[config.mk]
export PLATFORM = sky130hd
export DESIGN_NAME = rx_sync_deframer
export DESIGN_NICKNAME = d
export VERILOG_FILES = /design/src/rtl/rx_sync_deframer.sv
export SDC_FILE = /design/constraint.sdc
export NUM_CORES = 1
export LEC_CHECK = 0
export CELL_PAD_IN_SITES_DETAIL_PLACEMENT = 0
export CELL_PAD_IN_SITES_GLOBAL_PLACEMENT = 1
export CORE_UTILIZATION = 32
export DETAILED_ROUTE_END_ITERATION = 10
export PLACE_DENSITY = 0.59
export SLEW_MARGIN = 20
export SYNTH_ARGS = -nofsm -noshare
export SYNTH_HDL_FRONTEND = slang
export SYNTH_SLANG_ARGS = --single-unit
[constraint.sdc]
create_clock -name clk_32M768 -period 4.6 [get_ports clk_32M768]
set_clock_uncertainty 0.15 [all_clocks]
set_input_delay 0.92 -clock clk_32M768 [delete_from_list [all_inputs] [get_ports clk_32M768]]
set_output_delay 0.92 -clock clk_32M768 [all_outputs]
set_load 0.01 [all_outputs]
[src/rtl/rx_sync_deframer.sv]
// Symbol-level sync hunter and payload byte packer for BPSK/QPSK/8PSK hard decisions.
// Tolerates sync bit errors and 180-degree inversion; bytes leave through a registered FWFT FIFO.
module rx_sync_deframer #(
  parameter logic [31:0] SYNC_WORD  = 32'h1ACFFC1D,
  parameter int unsigned SYNC_LEN   = 32,
  parameter int unsigned MAX_ERR    = 1,
  parameter int unsigned FIFO_DEPTH = 16
) (
  input  logic       clk_32M768,
  input  logic       rst_32M768,
  input  logic       sym_tvalid,
  input  logic [2:0] sym_tdata,
  input  logic [1:0] MODE_CTRL,
  input  logic [7:0] PAYLOAD_LEN,
  output logic [7:0] m_tdata,
  output logic       m_tvalid,
  input  logic       m_tready,
  output logic       m_tlast,
  output logic       m_tuser,
  output logic       lock,
  output logic       overflow
);

  localparam logic [1:0] ST_IDLE    = 2'd0;
  localparam logic [1:0] ST_HUNT    = 2'd1;
  localparam logic [1:0] ST_PAYLOAD = 2'd2;

  localparam int unsigned         AW       = $clog2(FIFO_DEPTH);
  localparam logic [SYNC_LEN-1:0] SYNC_PAT = SYNC_WORD[SYNC_LEN-1:0];
  localparam logic [5:0]          ERR_LO   = 6'(MAX_ERR);
  localparam logic [5:0]          ERR_HI   = 6'(SYNC_LEN - MAX_ERR);
  localparam logic [AW:0]         FULL_CNT = (AW+1)'(FIFO_DEPTH);

  function automatic logic [5:0] f_popcnt(input logic [SYNC_LEN-1:0] v);
    logic [5:0] c;
    c = '0;
    for (int unsigned i = 0; i < SYNC_LEN; i++) c = c + 6'(v[i]);
    return c;
  endfunction

  logic [1:0]          r_rst_sync;
  logic                w_rst_n;
  logic [1:0]          r_state;
  logic [SYNC_LEN-1:0] r_shift;
  logic                r_chk;
  logic [1:0]          r_mode;
  logic                r_inv;
  logic [8:0]          r_bcnt;
  logic [9:0]          r_acc;
  logic [3:0]          r_fill;
  logic                r_byte_vld;
  logic [7:0]          r_byte;
  logic                r_byte_last;
  logic                r_byte_user;
  logic [9:0]          r_mem [FIFO_DEPTH];
  logic [AW-1:0]       r_wr_ptr;
  logic [AW-1:0]       r_rd_ptr;
  logic [AW:0]         r_cnt;
  logic                r_ovld;
  logic [7:0]          r_tdata;
  logic                r_tlast;
  logic                r_tuser;
  logic                r_overflow;

  logic [1:0]          w_mode;
  logic [1:0]          w_k;
  logic [2:0]          w_pbits;
  logic [SYNC_LEN-1:0] w_shift_next;
  logic [9:0]          w_acc_app;
  logic [3:0]          w_fill_app;
  logic [7:0]          w_byte;
  logic [5:0]          w_dist;
  logic                w_match_n;
  logic                w_match_i;
  logic [AW:0]         w_total;
  logic                w_full;
  logic                w_pop;
  logic                w_wr;
  logic                w_ld;

  // Async assert, release aligned to the clock through two flops.
  always_ff @(posedge clk_32M768 or negedge rst_32M768) begin
    if (!rst_32M768) r_rst_sync <= '0;
    else             r_rst_sync <= {r_rst_sync[0], 1'b1};
  end
  assign w_rst_n = r_rst_sync[1];

  assign w_mode  = (r_state == ST_PAYLOAD) ? r_mode : MODE_CTRL;
  assign w_pbits = sym_tdata ^ {3{r_inv}};

  always_comb begin
    w_k          = 2'd0;
    w_shift_next = r_shift;
    w_acc_app    = r_acc;
    case (w_mode)
      2'd0: begin
        w_k          = 2'd1;
        w_shift_next = {r_shift[SYNC_LEN-2:0], sym_tdata[0]};
        w_acc_app    = {r_acc[8:0], w_pbits[0]};
      end
      2'd1: begin
        w_k          = 2'd2;
        w_shift_next = {r_shift[SYNC_LEN-3:0], sym_tdata[1:0]};
        w_acc_app    = {r_acc[7:0], w_pbits[1:0]};
      end
      2'd2: begin
        w_k          = 2'd3;
        w_shift_next = {r_shift[SYNC_LEN-4:0], sym_tdata[2:0]};
        w_acc_app    = {r_acc[6:0], w_pbits[2:0]};
      end
      default: ;
    endcase
  end

  // Valid bits sit right-aligned in r_acc; the byte is the top 8 of them.
  assign w_fill_app = r_fill + {2'b00, w_k};
  assign w_byte     = 8'(w_acc_app >> (w_fill_app - 4'd8));

  assign w_dist    = f_popcnt(r_shift ^ SYNC_PAT);
  assign w_match_n = (w_dist <= ERR_LO);
  assign w_match_i = (w_dist >= ERR_HI) && ((MODE_CTRL == 2'd0) || (MODE_CTRL == 2'd1));

  always_ff @(posedge clk_32M768 or negedge w_rst_n) begin
    if (!w_rst_n) begin
      r_state     <= ST_HUNT;
      r_shift     <= '0;
      r_chk       <= 1'b0;
      r_mode      <= '0;
      r_inv       <= 1'b0;
      r_bcnt      <= '0;
      r_acc       <= '0;
      r_fill      <= '0;
      r_byte_vld  <= 1'b0;
      r_byte      <= '0;
      r_byte_last <= 1'b0;
      r_byte_user <= 1'b0;
    end else begin
      r_byte_vld <= 1'b0;
      r_chk      <= sym_tvalid && (r_state == ST_HUNT);
      if (sym_tvalid && (w_k != 2'd0)) r_shift <= w_shift_next;
      case (r_state)
        ST_IDLE: begin
          if (MODE_CTRL != 2'd3) r_state <= ST_HUNT;
        end
        ST_HUNT: begin
          if (MODE_CTRL == 2'd3) begin
            r_state <= ST_IDLE;
          end else if (r_chk && (w_match_n || w_match_i)) begin
            r_state <= ST_PAYLOAD;
            r_mode  <= MODE_CTRL;
            r_inv   <= ~w_match_n;
            r_bcnt  <= (PAYLOAD_LEN == 8'd0) ? 9'd256 : {1'b0, PAYLOAD_LEN};
            r_acc   <= '0;
            r_fill  <= '0;
            r_shift <= '0;
          end
        end
        ST_PAYLOAD: begin
          if (sym_tvalid) begin
            if (w_fill_app >= 4'd8) begin
              r_byte_vld  <= 1'b1;
              r_byte      <= w_byte;
              r_byte_user <= r_inv;
              if (r_bcnt == 9'd1) begin
                r_byte_last <= 1'b1;
                r_acc       <= '0;
                r_fill      <= '0;
                r_state     <= (MODE_CTRL == 2'd3) ? ST_IDLE : ST_HUNT;
              end else begin
                r_byte_last <= 1'b0;
                r_bcnt      <= r_bcnt - 9'd1;
                r_acc       <= w_acc_app;
                r_fill      <= w_fill_app - 4'd8;
              end
            end else begin
              r_acc  <= w_acc_app;
              r_fill <= w_fill_app;
            end
          end
        end
        default: r_state <= ST_HUNT;
      endcase
    end
  end

  // Capacity counts the output register, so memory never holds more than DEPTH-1.
  assign w_total = r_cnt + {{AW{1'b0}}, r_ovld};
  assign w_full  = (w_total == FULL_CNT);
  assign w_pop   = r_ovld & m_tready;
  assign w_wr    = r_byte_vld & (~w_full | w_pop);
  assign w_ld    = (~r_ovld | w_pop) & (r_cnt != '0);

  always_ff @(posedge clk_32M768) begin
    if (w_wr) r_mem[r_wr_ptr] <= {r_byte_user, r_byte_last, r_byte};
  end

  always_ff @(posedge clk_32M768 or negedge w_rst_n) begin
    if (!w_rst_n) begin
      r_wr_ptr   <= '0;
      r_rd_ptr   <= '0;
      r_cnt      <= '0;
      r_ovld     <= 1'b0;
      r_tdata    <= '0;
      r_tlast    <= 1'b0;
      r_tuser    <= 1'b0;
      r_overflow <= 1'b0;
    end else begin
      r_overflow <= r_byte_vld & ~w_wr;
      if (w_wr) r_wr_ptr <= r_wr_ptr + 1'b1;
      r_cnt <= r_cnt + {{AW{1'b0}}, w_wr} - {{AW{1'b0}}, w_ld};
      if (~r_ovld | w_pop) begin
        if (r_cnt != '0) begin
          {r_tuser, r_tlast, r_tdata} <= r_mem[r_rd_ptr];
          r_rd_ptr <= r_rd_ptr + 1'b1;
          r_ovld   <= 1'b1;
        end else begin
          r_ovld <= 1'b0;
        end
      end
    end
  end

  assign m_tdata  = r_tdata;
  assign m_tvalid = r_ovld;
  assign m_tlast  = r_tlast;
  assign m_tuser  = r_tuser;
  assign lock     = (r_state == ST_PAYLOAD);
  assign overflow = r_overflow;

endmodule

==> reports/qor.csv, run 1 <==
stage,metric,value,unit
worst_setup_path,crit_path_start_kind,register,
floorplanning,initial_core_util,32.7,%
worst_setup_path,path_max_fanout,4,
grt,grtUsageTotal,14.6,%
drt,postRouteAntennaNets,0,
timing,tightest_slew,1.08,ns
floorplanning,die_w,201,um
clocking,clk_path_buf_depth,3,
worst_hold_path,min_path_type,register to asynchronous set/reset pin,
synthesis,synth-compound-area-share,9.64,%
drt,drt_iter0_drc,557,
grt,antenna_found_initial,0,
run_status,violations,negative setup slack,
drt,wirelength,29000,um
grt,grt_overflow_total,0,
floorplanning,num_rows,72,
cells_and_area,antenna_cells,0,
drt,first_pass_iters,6,
synthesis,synth_cell_types,67,
timing,maxSlewViolCount,0,
clocking,clk_pin_slew,0.06,ns
worst_setup_path,cp.required,4.90,ns
timing,hold_viol,0,
synthesis,ys.flop_type,edfxtp_1,
grt,grt_pass1_vias,8295,
cells_and_area,area_delta_synth_final,23.0,%
clocking,hold_buffers,0,
drt,routedWlPerCell,18.7,um
synthesis,synth-edff-count,160,
drt,route.detailed.drc,0,
timing,max_freq,165,MHz
timing,fin_setup_tns,-83.63,ns
floorplanning,die_h,201,um
drt,dr_total_vias,7904,
floorplanning,die_area,0.0406,mm^2
floorplanning,io_pins,30,
timing,relSlewSlack,28.1,%
timing,post-route-period-util,132,%
worst_setup_path,path_cells,fa_1 -> fa_1 -> inv_2 -> fa_1 -> inv_2 -> fa_1 -> fa_1 -> fa_1 -> inv_1 -> ha_2 -> fa_1 -> or4_4 -> o31a_1 -> buf_4 -> a221oi_4 -> a21oi_1 -> a2111oi_1,
placement,dp_hpwl,19000,um
clocking,root_buffer,clkbuf_16,
synthesis,synth-xor-area-share,1.24,%
worst_setup_path,crit_arrival,6.36,ns
synthesis,synthTopCellsByArea,"edfxtp_1 38%, dfrtp_1 19%, mux4_2 9.9%, fa_1 4.1%, ha_1 3.2%",
timing,report.final.setup_viol,60,
timing,setup_ws,-1.46,ns
grt,grt_max_degree,70,
synthesis,syn_nets,991,
synthesis,yosys.area_share.simple,7.49,%
synthesis,synth_top_area_cell,edfxtp_1,
worst_setup_path,worst-path-buf-inv,4,
synthesis,synth_top_area_share,37.7,%
cells_and_area,drive_gt1_share,27.4,%
clocking,cts_made_buffers,30,
timing,rsz0062_at_grt,yes,
synthesis,synth-seq-cells,259,
worst_setup_path,end_kind,register,
grt,grt_pass1_wl,47200,um
worst_setup_path,cp_common_cell,fa_1,
synthesis,yosysWarnings,0,
cells_and_area,fillCellCount,3681,
worst_setup_path,critPathTopFamily,adder cells,
cells_and_area,post-route-util,40.2,%
clocking,worst_skew_pair.late_latency,0.58,ns
synthesis,synth_top_family_by_area,multiplexers,
flow_run,maxCapViolations,0,
timing,finalCriticalPeriod,6.06,ns
cells_and_area,layout.nets,1084,
clocking,numClockSinks,259,
synthesis,synth-async-reset-ratio,38.2,%
synthesis,seq_area_frac_synth,57.2,%
worst_setup_path,crit_path_top_delay_cell,fa_1,
placement,place_ws,-1.59,ns
synthesis,synthAdderAreaFrac,7.33,%
synthesis,syn_avg_cell_area,13.9,um^2
synthesis,syn_inst,915,
drt,avgViaCountPerCell,5.10,
clocking,cts_tree,done,
run_status,outcome,"finished, violations left",
clocking,htreeDepth,1,
placement,place.gp.congestion,0.798,
worst_setup_path,crit_type,register to register,
synthesis,muxShareOfSynthArea,13.1,%
synthesis,netlist_area,0.0127,mm^2
worst_setup_path,max_stage_delay,0.52,ns
floorplanning,core_area,0.0389,mm^2
placement,portBuffers,29,
[flip-flops by register name, summed over array words and instances, names as in the netlist, 2 cells and up]
register	count
r_shift	32
r_mode	2
r_bcnt	9
m_tdata	8
r_rst_sync	2
r_rd_ptr	4
r_wr_ptr	4
r_byte	8
r_fill	4
r_state	2
r_mem	160
r_acc	10
r_cnt	5
[stage by stage]
| step | hold WS, ns | instances | cell area (um^2) |
|---|---|---|---|
| after floorplan | 0.181 | 915 | 13000 |
| after global placement | 0.188 | 1481 | 14300 |
| after detailed placement | 0.186 | 1481 | 14300 |
| after CTS | 0.202 | 1547 | 15500 |
| after global routing | 0.143 | 1550 | 15700 |
| final | 0.103 | 1550 | 15700 |
[layer usage]
metal  vias up  track usage [%]  share of wire (%)
li1       3684                -                  -
met1      4052             19.7                 45
met2       128             24.6                 49
met3        40             2.36                3.6
met4         0             3.25                2.0
met5         -                0                  0
[path summary, 6_finish.rpt]
check                              start            end  slack [ns]  cells past startpoint
min in group clk_32M768    r_rst_sync[0]  r_rst_sync[1]        0.20                      0
setup reg to reg              r_shift[0]      r_bcnt[3]       -1.46                     17
hold / removal             r_rst_sync[1]       overflow        0.10                      0
setup / recovery              r_shift[0]      r_bcnt[3]       -1.46                     17
max in group asynchronous  r_rst_sync[1]     r_state[0]        3.07                      2
hold reg to reg            r_rst_sync[1]       overflow        0.10                      0
[worst reg2reg max path: cells and delay by family (launching register included)]
kind,cells,cell delay [ns]
buffers and inverters,4,0.27
adder cells (fa/ha/maj),8,3.58
AO/OA/AOI/OAI,4,1.09
flip-flops,1,0.40
AND/OR/NAND/NOR,1,0.45
[synth_stat cells, drive strengths merged, types with 10 or more instances]
library cell  instances
edfxtp              160
dfrtp                98
inv                  75
nor2                 74
mux4                 56
nand2                42
clkbuf               39
a211oi               38
a222oi               36
ha                   33
fa                   26
mux2                 25
a21oi                24
nor3                 19
o21ai                18
buf                  14
xnor2                13
mux2i                11
nand3                10
[cell type report]
cell class              instances  area (um^2)  share of cell area (%)
flip-flops and latches        259         7290                    46.6
repair buffers                114         1120                    7.17
clock inverters                13          168                    1.07
clock buffers                  43          850                    5.43
multi-input cells             526         5290                    33.8
inverters                      77          289                    1.85
well taps                     518          648                    4.14
[repair_timing]
action / in CTS / in global routing
gates cloned: 3 / 0
pin swaps: 3 / 10
buffers inserted: 7 / 4
endpoints found under the setup margin: 60 / 60
resized for setup: 17 / 23
[cells by family (layout without fill, tap and decap cells)]
| group | after synthesis | in the layout |
|---|---|---|
| buffers and inverters | 130 | 247 |
| xor gates and xnor gates | 18 | 18 |
| adders and majority gates | 59 | 59 |
| other | 1 | 1 |
| DFF | 259 | 259 |
| AOI/OAI and AO/OA | 158 | 158 |
| and+or+nand+nor | 198 | 198 |
| muxes | 92 | 92 |
[placed cells by master, fill, tap and decap left out, types with 4 or more instances in the layout]
cell type / netlist / routed
buf_12: 0 / 8
a221o_1: 4 / 4
nand4_1: 6 / 6
buf_6: 2 / 5
mux2_2: 20 / 13
nor2b_1: 7 / 5
a211oi_2: 0 / 32
dfrtp_1: 98 / 95
nor3_2: 0 / 4
nand3_1: 10 / 10
clkinvlp_4: 0 / 4
nand2_1: 42 / 42
xnor2_1: 13 / 13
mux4_2: 56 / 56
o21a_1: 4 / 4
inv_1: 75 / 72
nor3_1: 19 / 14
buf_4: 0 / 67
nand2b_1: 7 / 7
edfxtp_1: 160 / 160
nand4b_1: 4 / 4
nor2_1: 73 / 72
clkdlybuf4s50_1: 0 / 29
a222oi_1: 36 / 36
and2_1: 6 / 5
mux2_4: 4 / 12
o21ai_0: 18 / 18
a211oi_1: 38 / 5
mux2i_1: 11 / 11
clkbuf_1: 39 / 8
clkbuf_16: 0 / 30
a21oi_1: 23 / 19
xor2_1: 5 / 5
fa_1: 26 / 26
clkbuf_8: 0 / 5
ha_1: 33 / 32
Power of run 1 is not shown: default switching activity piles up to over one toggle a cycle in this logic, so the estimate is an artifact.
==> run 2, diff against run 1 <==
--- a/config.mk
+++ b/config.mk
@@ -10,6 +10,7 @@
 export CORE_UTILIZATION = 32
 export DETAILED_ROUTE_END_ITERATION = 10
 export PLACE_DENSITY = 0.59
+export SKIP_LAST_GASP = 1
 export SLEW_MARGIN = 20
 export SYNTH_ARGS = -nofsm -noshare
 export SYNTH_HDL_FRONTEND = slang
==> reports/qor.csv, run 2 (same netlist as run 1, synthesis figures left out) <==
stage,metric,value,unit,change
run_status,outcome,"finished, violations left",,unchanged
run_status,violations,negative setup slack,,unchanged
drt,wirelength,28800,um,was 29000 um
cells_and_area,antenna_cells,0,,unchanged
grt,grt_max_degree,70,,unchanged
drt,routedWlPerCell,18.6,um,was 18.7 um
cells_and_area,final_common_cell,edfxtp_1,,unchanged
timing,finalCriticalPeriod,6.07,ns,was 6.06 ns
placement,dpl.cell_count,1481,,unchanged
worst_setup_path,crit_path_start_kind,register,,unchanged
cells_and_area,mostFrequentLayoutCells,"160 x edfxtp_1, 95 x dfrtp_1, 72 x inv_1, 72 x nor2_1, 69 x buf_4",,"was 160 x edfxtp_1, 95 x dfrtp_1, 72 x inv_1, 72 x nor2_1, 67 x buf_4"
drt,first_pass_iters,6,,unchanged
worst_setup_path,max_stage_delay,0.51,ns,was 0.52 ns
placement,place.gp.congestion,0.798,,unchanged
drt,route.detailed.drc,0,,unchanged
timing,hold_viol,0,,unchanged
drt,drt_iter0_drc,567,,was 557
cells_and_area,area_delta_synth_final,22.4,%,was 23.0%
worst_setup_path,cp.required,4.91,ns,was 4.90 ns
cells_and_area,largest_registers,"r_mem x160, r_shift x32, r_acc x10",,unchanged
worst_setup_path,crit_arrival,6.38,ns,was 6.36 ns
worst_setup_path,cp-startpoint,r_shift[0],,unchanged
worst_setup_path,crit_path_top_delay_cell,fa_1,,unchanged
worst_setup_path,cp_common_cell,fa_1,,unchanged
clocking,worst_skew_pair.late_latency,0.58,ns,about the same
timing,setup_ws,-1.47,ns,was -1.46 ns
cells_and_area,drive_gt1_share,27.0,%,was 27.4%
worst_setup_path,crit_type,register to register,,unchanged
drt,avgViaCountPerCell,5.08,,was 5.10
timing,max_freq,165,MHz,about the same
clocking,clk_pin_slew,0.06,ns,about the same
placement,dp_hpwl,19000,um,unchanged
cells_and_area,multiInputGateArea,0.00524,mm^2,was 0.00529 mm^2
clocking,numClockSinks,259,,unchanged
floorplanning,die_h,201,um,unchanged
timing,maxSlewViolCount,0,,unchanged
cells_and_area,final_area,0.0156,mm^2,was 0.0157 mm^2
timing,rsz0062_at_grt,yes,,unchanged
drt,postRouteAntennaNets,0,,unchanged
grt,grt_pass1_wl,47200,um,unchanged
clocking,htreeDepth,1,,unchanged
cells_and_area,layout.nets,1083,,was 1084
floorplanning,initial_core_util,32.7,%,unchanged
placement,place_area,0.0143,mm^2,unchanged
timing,report.final.setup_viol,60,,unchanged
flow_run,maxCapViolations,0,,unchanged
clocking,cts_made_buffers,30,,unchanged
cells_and_area,largest_register_ffs,160,,unchanged
floorplanning,core_area,0.0389,mm^2,unchanged
grt,grt_pass1_vias,8297,,was 8295
grt,antenna_found_initial,0,,unchanged
cells_and_area,area.sequential,0.00729,mm^2,unchanged
worst_setup_path,end_kind,register,,unchanged
clocking,root_buffer,clkbuf_16,,unchanged
placement,portBuffers,29,,unchanged
timing,tightest_slew,1.05,ns,was 1.08 ns
timing,post-route-period-util,132,%,about the same
clocking,hold_buffers,0,,unchanged
floorplanning,die_area,0.0406,mm^2,unchanged
grt,grtUsageTotal,14.6,%,unchanged
cells_and_area,stdcell_count,1549,,was 1550
clocking,cts_tree,done,,unchanged
worst_setup_path,path_cells,fa_1 -> fa_1 -> inv_2 -> fa_1 -> inv_2 -> fa_1 -> fa_1 -> fa_1 -> inv_1 -> ha_2 -> fa_1 -> or4_4 -> o31a_1 -> a211o_4 -> a21oi_4 -> buf_12 -> mux2_2,,was fa_1 -> fa_1 -> inv_2 -> fa_1 -> inv_2 -> fa_1 -> fa_1 -> fa_1 -> inv_1 -> ha_2 -> fa_1 -> or4_4 -> o31a_1 -> buf_4 -> a221oi_4 -> a21oi_1 -> a2111oi_1
worst_setup_path,r2r_start,r_shift[0],,unchanged
cells_and_area,fillCellCount,3686,,was 3681
grt,grt_overflow_total,0,,unchanged
cells_and_area,post-route-util,40.0,%,was 40.2%
worst_hold_path,min_path_type,register to asynchronous set/reset pin,,unchanged
cells_and_area,largest_register,r_mem,,unchanged
drt,dr_total_vias,7866,,was 7904
clocking,clk_path_buf_depth,3,,unchanged
floorplanning,die_w,201,um,unchanged
floorplanning,io_pins,30,,unchanged
floorplanning,num_rows,72,,unchanged
timing,relSlewSlack,29.8,%,was 28.1%
worst_setup_path,path_max_fanout,11,,was 4
run 2: per-layer routing:
metal,up-vias,track usage [%],share of wire (%)
li1,3684,-,-
met1,4021,19.7,45
met2,124,24.6,49
met3,37,2.36,3.4
met4,0,3.25,1.9
met5,-,0,0
run 2: worst max-delay path, delay by kind of cell (launching register included):
kind / cells / cell delay [ns]
compound gates: 3 / 0.75
flops: 1 / 0.40
fa+ha+maj: 8 / 3.57
simple gates: 1 / 0.45
mux: 1 / 0.34
buf+inv: 4 / 0.27
run 2: metrics by stage:
step                      hold WS, ns  setup TNS [ns]  setup WS, ns
after detailed placement        0.186          -88.59         -1.59
after floorplan                 0.181          -78.02         -1.48
after global routing            0.143          -94.13         -1.63
after global placement          0.188          -87.95         -1.54
after CTS                       0.202          -84.53         -1.48
final                           0.104          -83.46         -1.47
run 2: repair_timing:
action                                  4_1_cts  5_1_grt
cloned                                        3        0
pin swaps                                     3        8
gates resized for setup                      16        9
buffers inserted                              7        3
endpoints found under the setup margin       60       60
run 2: area by class of cell:
cell class | count | area share [%]
Clock buffer | 43 | 5.45
Clock inverter | 13 | 1.08
Inverter | 77 | 1.85
Multi-Input combinational cell | 526 | 33.6
Sequential cell | 259 | 46.8
Tap cell | 518 | 4.16
Timing Repair Buffer | 113 | 7.06
run 2: final timing paths:
path	slack [ns]	to	cells after the start
max	-1.47	r_acc[0]	17
min	0.10	overflow	0
max reg2reg	-1.47	r_acc[0]	17
min reg2reg	0.10	overflow	0
max in group asynchronous	3.07	r_state[0]	2
min in group clk_32M768	0.20	r_rst_sync[1]	0
Power of run 2 is left out for the same reason.
==> run 3, diff against run 2 <==
--- a/config.mk
+++ b/config.mk
@@ -7,9 +7,9 @@
 export LEC_CHECK = 0
 export CELL_PAD_IN_SITES_DETAIL_PLACEMENT = 0
 export CELL_PAD_IN_SITES_GLOBAL_PLACEMENT = 1
-export CORE_UTILIZATION = 32
+export CORE_UTILIZATION = 45
 export DETAILED_ROUTE_END_ITERATION = 10
-export PLACE_DENSITY = 0.59
+export PLACE_DENSITY = 0.76
 export SKIP_LAST_GASP = 1
 export SLEW_MARGIN = 20
 export SYNTH_ARGS = -nofsm -noshare
==> constraint.sdc (replaced) <==
create_clock -name clk_32M768 -period 7.88 [get_ports clk_32M768]
set_clock_uncertainty 0.15 [all_clocks]
set_input_delay 1.576 -clock clk_32M768 [delete_from_list [all_inputs] [get_ports clk_32M768]]
set_output_delay 1.576 -clock clk_32M768 [all_outputs]
set_load 0.01 [all_outputs]
==> reports/qor.csv, run 3 (same netlist as run 1, synthesis figures left out) <==
stage,metric,value,unit,change
run_status,outcome,finished clean,,"was finished, violations left"
floorplanning,core_area,0.0278,mm^2,was 0.0389 mm^2
worst_setup_path,cp.required,8.16,ns,was 4.91 ns
clocking,cts_made_buffers,28,,was 30
worst_setup_path,cp-endpoint,r_acc[2],,was r_acc[0]
clocking,clk_pin_slew,0.06,ns,about the same
timing,finalCriticalPeriod,6.94,ns,was 6.07 ns
floorplanning,die_w,170,um,was 201 um
cells_and_area,largest_register,r_mem,,unchanged
worst_setup_path,end_kind,register,,unchanged
worst_setup_path,r2r_setup_slack,0.94,ns,was -1.47 ns
placement,place_area,0.0134,mm^2,was 0.0143 mm^2
cells_and_area,final_common_cell,edfxtp_1,,unchanged
timing,report.final.setup_viol,0,,was 60
cells_and_area,drive_gt1_share,15.5,%,was 27.0%
cells_and_area,antenna_cells,0,,unchanged
grt,grt_max_degree,69,,was 70
timing,hold_viol,0,,unchanged
drt,wirelength,24800,um,was 28800 um
clocking,clk_path_buf_depth,3,,unchanged
clocking,cts_resized,0,,was 16
worst_setup_path,crit_type,register to register,,unchanged
timing,rsz0062_at_grt,no,,was yes
grt,grtUsageTotal,18.1,%,was 14.6%
worst_setup_path,cp-startpoint,r_shift[1],,was r_shift[0]
drt,route.detailed.drc,0,,unchanged
floorplanning,die_area,0.0290,mm^2,was 0.0406 mm^2
drt,dr_total_vias,7589,,was 7866
cells_and_area,area_delta_synth_final,12.4,%,was 22.4%
cells_and_area,largest_register_ffs,160,,unchanged
timing,tightest_slew,1.04,ns,was 1.05 ns
placement,portBuffers,29,,unchanged
grt,antenna_found_initial,0,,unchanged
clocking,numClockSinks,259,,unchanged
clocking,root_buffer,clkbuf_16,,unchanged
cells_and_area,stdcell_count,1334,,was 1549
drt,first_pass_iters,8,,was 6
floorplanning,num_rows,61,,was 72
timing,max_freq,144,MHz,was 165 MHz
worst_setup_path,crit_path_start_kind,register,,unchanged
cells_and_area,largest_registers,"r_mem x160, r_shift x32, r_acc x10",,unchanged
grt,grt_overflow_total,0,,unchanged
clocking,hold_buffers,0,,unchanged
drt,drt_iter0_drc,817,,was 567
cells_and_area,layout.nets,1010,,was 1083
floorplanning,io_pins,30,,unchanged
placement,dp_hpwl,16500,um,was 19000 um
placement,dpl.cell_count,1282,,was 1481
flow_run,maxCapViolations,0,,unchanged
drt,postRouteAntennaNets,0,,unchanged
clocking,cts_tree,done,,unchanged
worst_hold_path,min_path_type,register to asynchronous set/reset pin,,unchanged
clocking,htreeDepth,1,,unchanged
timing,maxSlewViolCount,0,,unchanged
cells_and_area,final_area,0.0143,mm^2,was 0.0156 mm^2
worst_setup_path,reg2reg_to,r_acc[2],,was r_acc[0]
timing,fin_setup_tns,0,ns,was -83.46 ns
drt,routedWlPerCell,18.6,um,about the same
cells_and_area,mostFrequentLayoutCells,"160 x edfxtp_1, 96 x dfrtp_1, 75 x inv_1",,"was 160 x edfxtp_1, 95 x dfrtp_1, 72 x inv_1, 72 x nor2_1, 69 x buf_4"
worst_setup_path,r2r_start,r_shift[1],,was r_shift[0]
floorplanning,die_h,170,um,was 201 um
worst_setup_path,crit_arrival,7.22,ns,was 6.38 ns
worst_setup_path,path_max_fanout,17,,was 11
timing,post-route-period-util,88.1,%,was 132%
placement,place.gp.congestion,0.792,,was 0.798
grt,grt_pass1_vias,7722,,was 8297
grt,grt_pass1_wl,41500,um,was 47200 um
clocking,worst_skew_pair.late_latency,0.55,ns,was 0.58 ns
floorplanning,initial_core_util,45.8,%,was 32.7%
timing,relSlewSlack,30.5,%,was 29.8%
clocking,cts_setup_buffers,0,,was 7
worst_setup_path,reg2reg_depth,15,,was 17
drt,avgViaCountPerCell,5.69,,was 5.08
run 3: changes by cell type in the layout (fill, tap and decap cells not counted), moves of 5 or more:
cell | previous run | this run
a211oi_2 | 33 | 0
buf_12 | 8 | 0
buf_4 | 69 | 13
a211oi_1 | 5 | 38
clkinv_2 | 0 | 6
clkinv_1 | 3 | 9
clkbuf_1 | 8 | 3
clkbuf_8 | 5 | 0
run 3: how the worst min path moves through the flow:
| stage | end | slack, ns | depth (start not counted) |
|---|---|---|---|
| final | m_tlast | 0.13 | 0 |
| after floorplan | r_rst_sync[1] | 0.18 | 0 |
| after detailed placement | r_byte[5] | 0.15 | 0 |
| after global placement | r_byte[5] | 0.16 | 0 |
| after CTS | m_tlast | 0.16 | 0 |
| after global routing | m_tlast | 0.18 | 0 |
run 3: critical path: stages, from the launching register on:
cell and delay, ns:
dfrtp_1 0.45, fa_1 0.59, fa_1 0.45, fa_1 0.52
inv_1 0.05, fa_1 0.53, fa_1 0.44, fa_1 0.51
inv_1 0.05, ha_1 0.21, fa_1 0.48, or4_4 0.53
o31a_1 0.30, a211o_1 0.56, a21oi_4 0.61, mux2_2 0.39
run 3: routing by layer:
layer	GRT usage, %	wire, um	up-vias
met4	4.35	485	0
met1	24.1	10800	3830
met3	2.37	992	40
li1	-	-	3539
met2	31.4	12500	180
met5	0	0	-
run 3: final cells by class:
type | count | area, um^2
repair buffers | 42 | 388
fillers | 2379 | 13500
flip-flops and latches | 259 | 7290
inverters | 77 | 289
multi-input cells | 526 | 4950
well taps | 378 | 473
clock buffers | 31 | 712
clock inverters | 21 | 210
run 3: per-stage QoR:
stage / setup WS [ns] / utilization [%] / hold slack [ns]
finish: 0.938 / 51.5 / 0.132
global route: 0.615 / 51.5 / 0.181
CTS: 0.928 / 51.5 / 0.161
detailed placement: 0.950 / 48.2 / 0.153
global placement: 1.01 / 48.2 / 0.159
floorplan: 1.62 / - / 0.181
Power of run 3 is left out for the same reason.
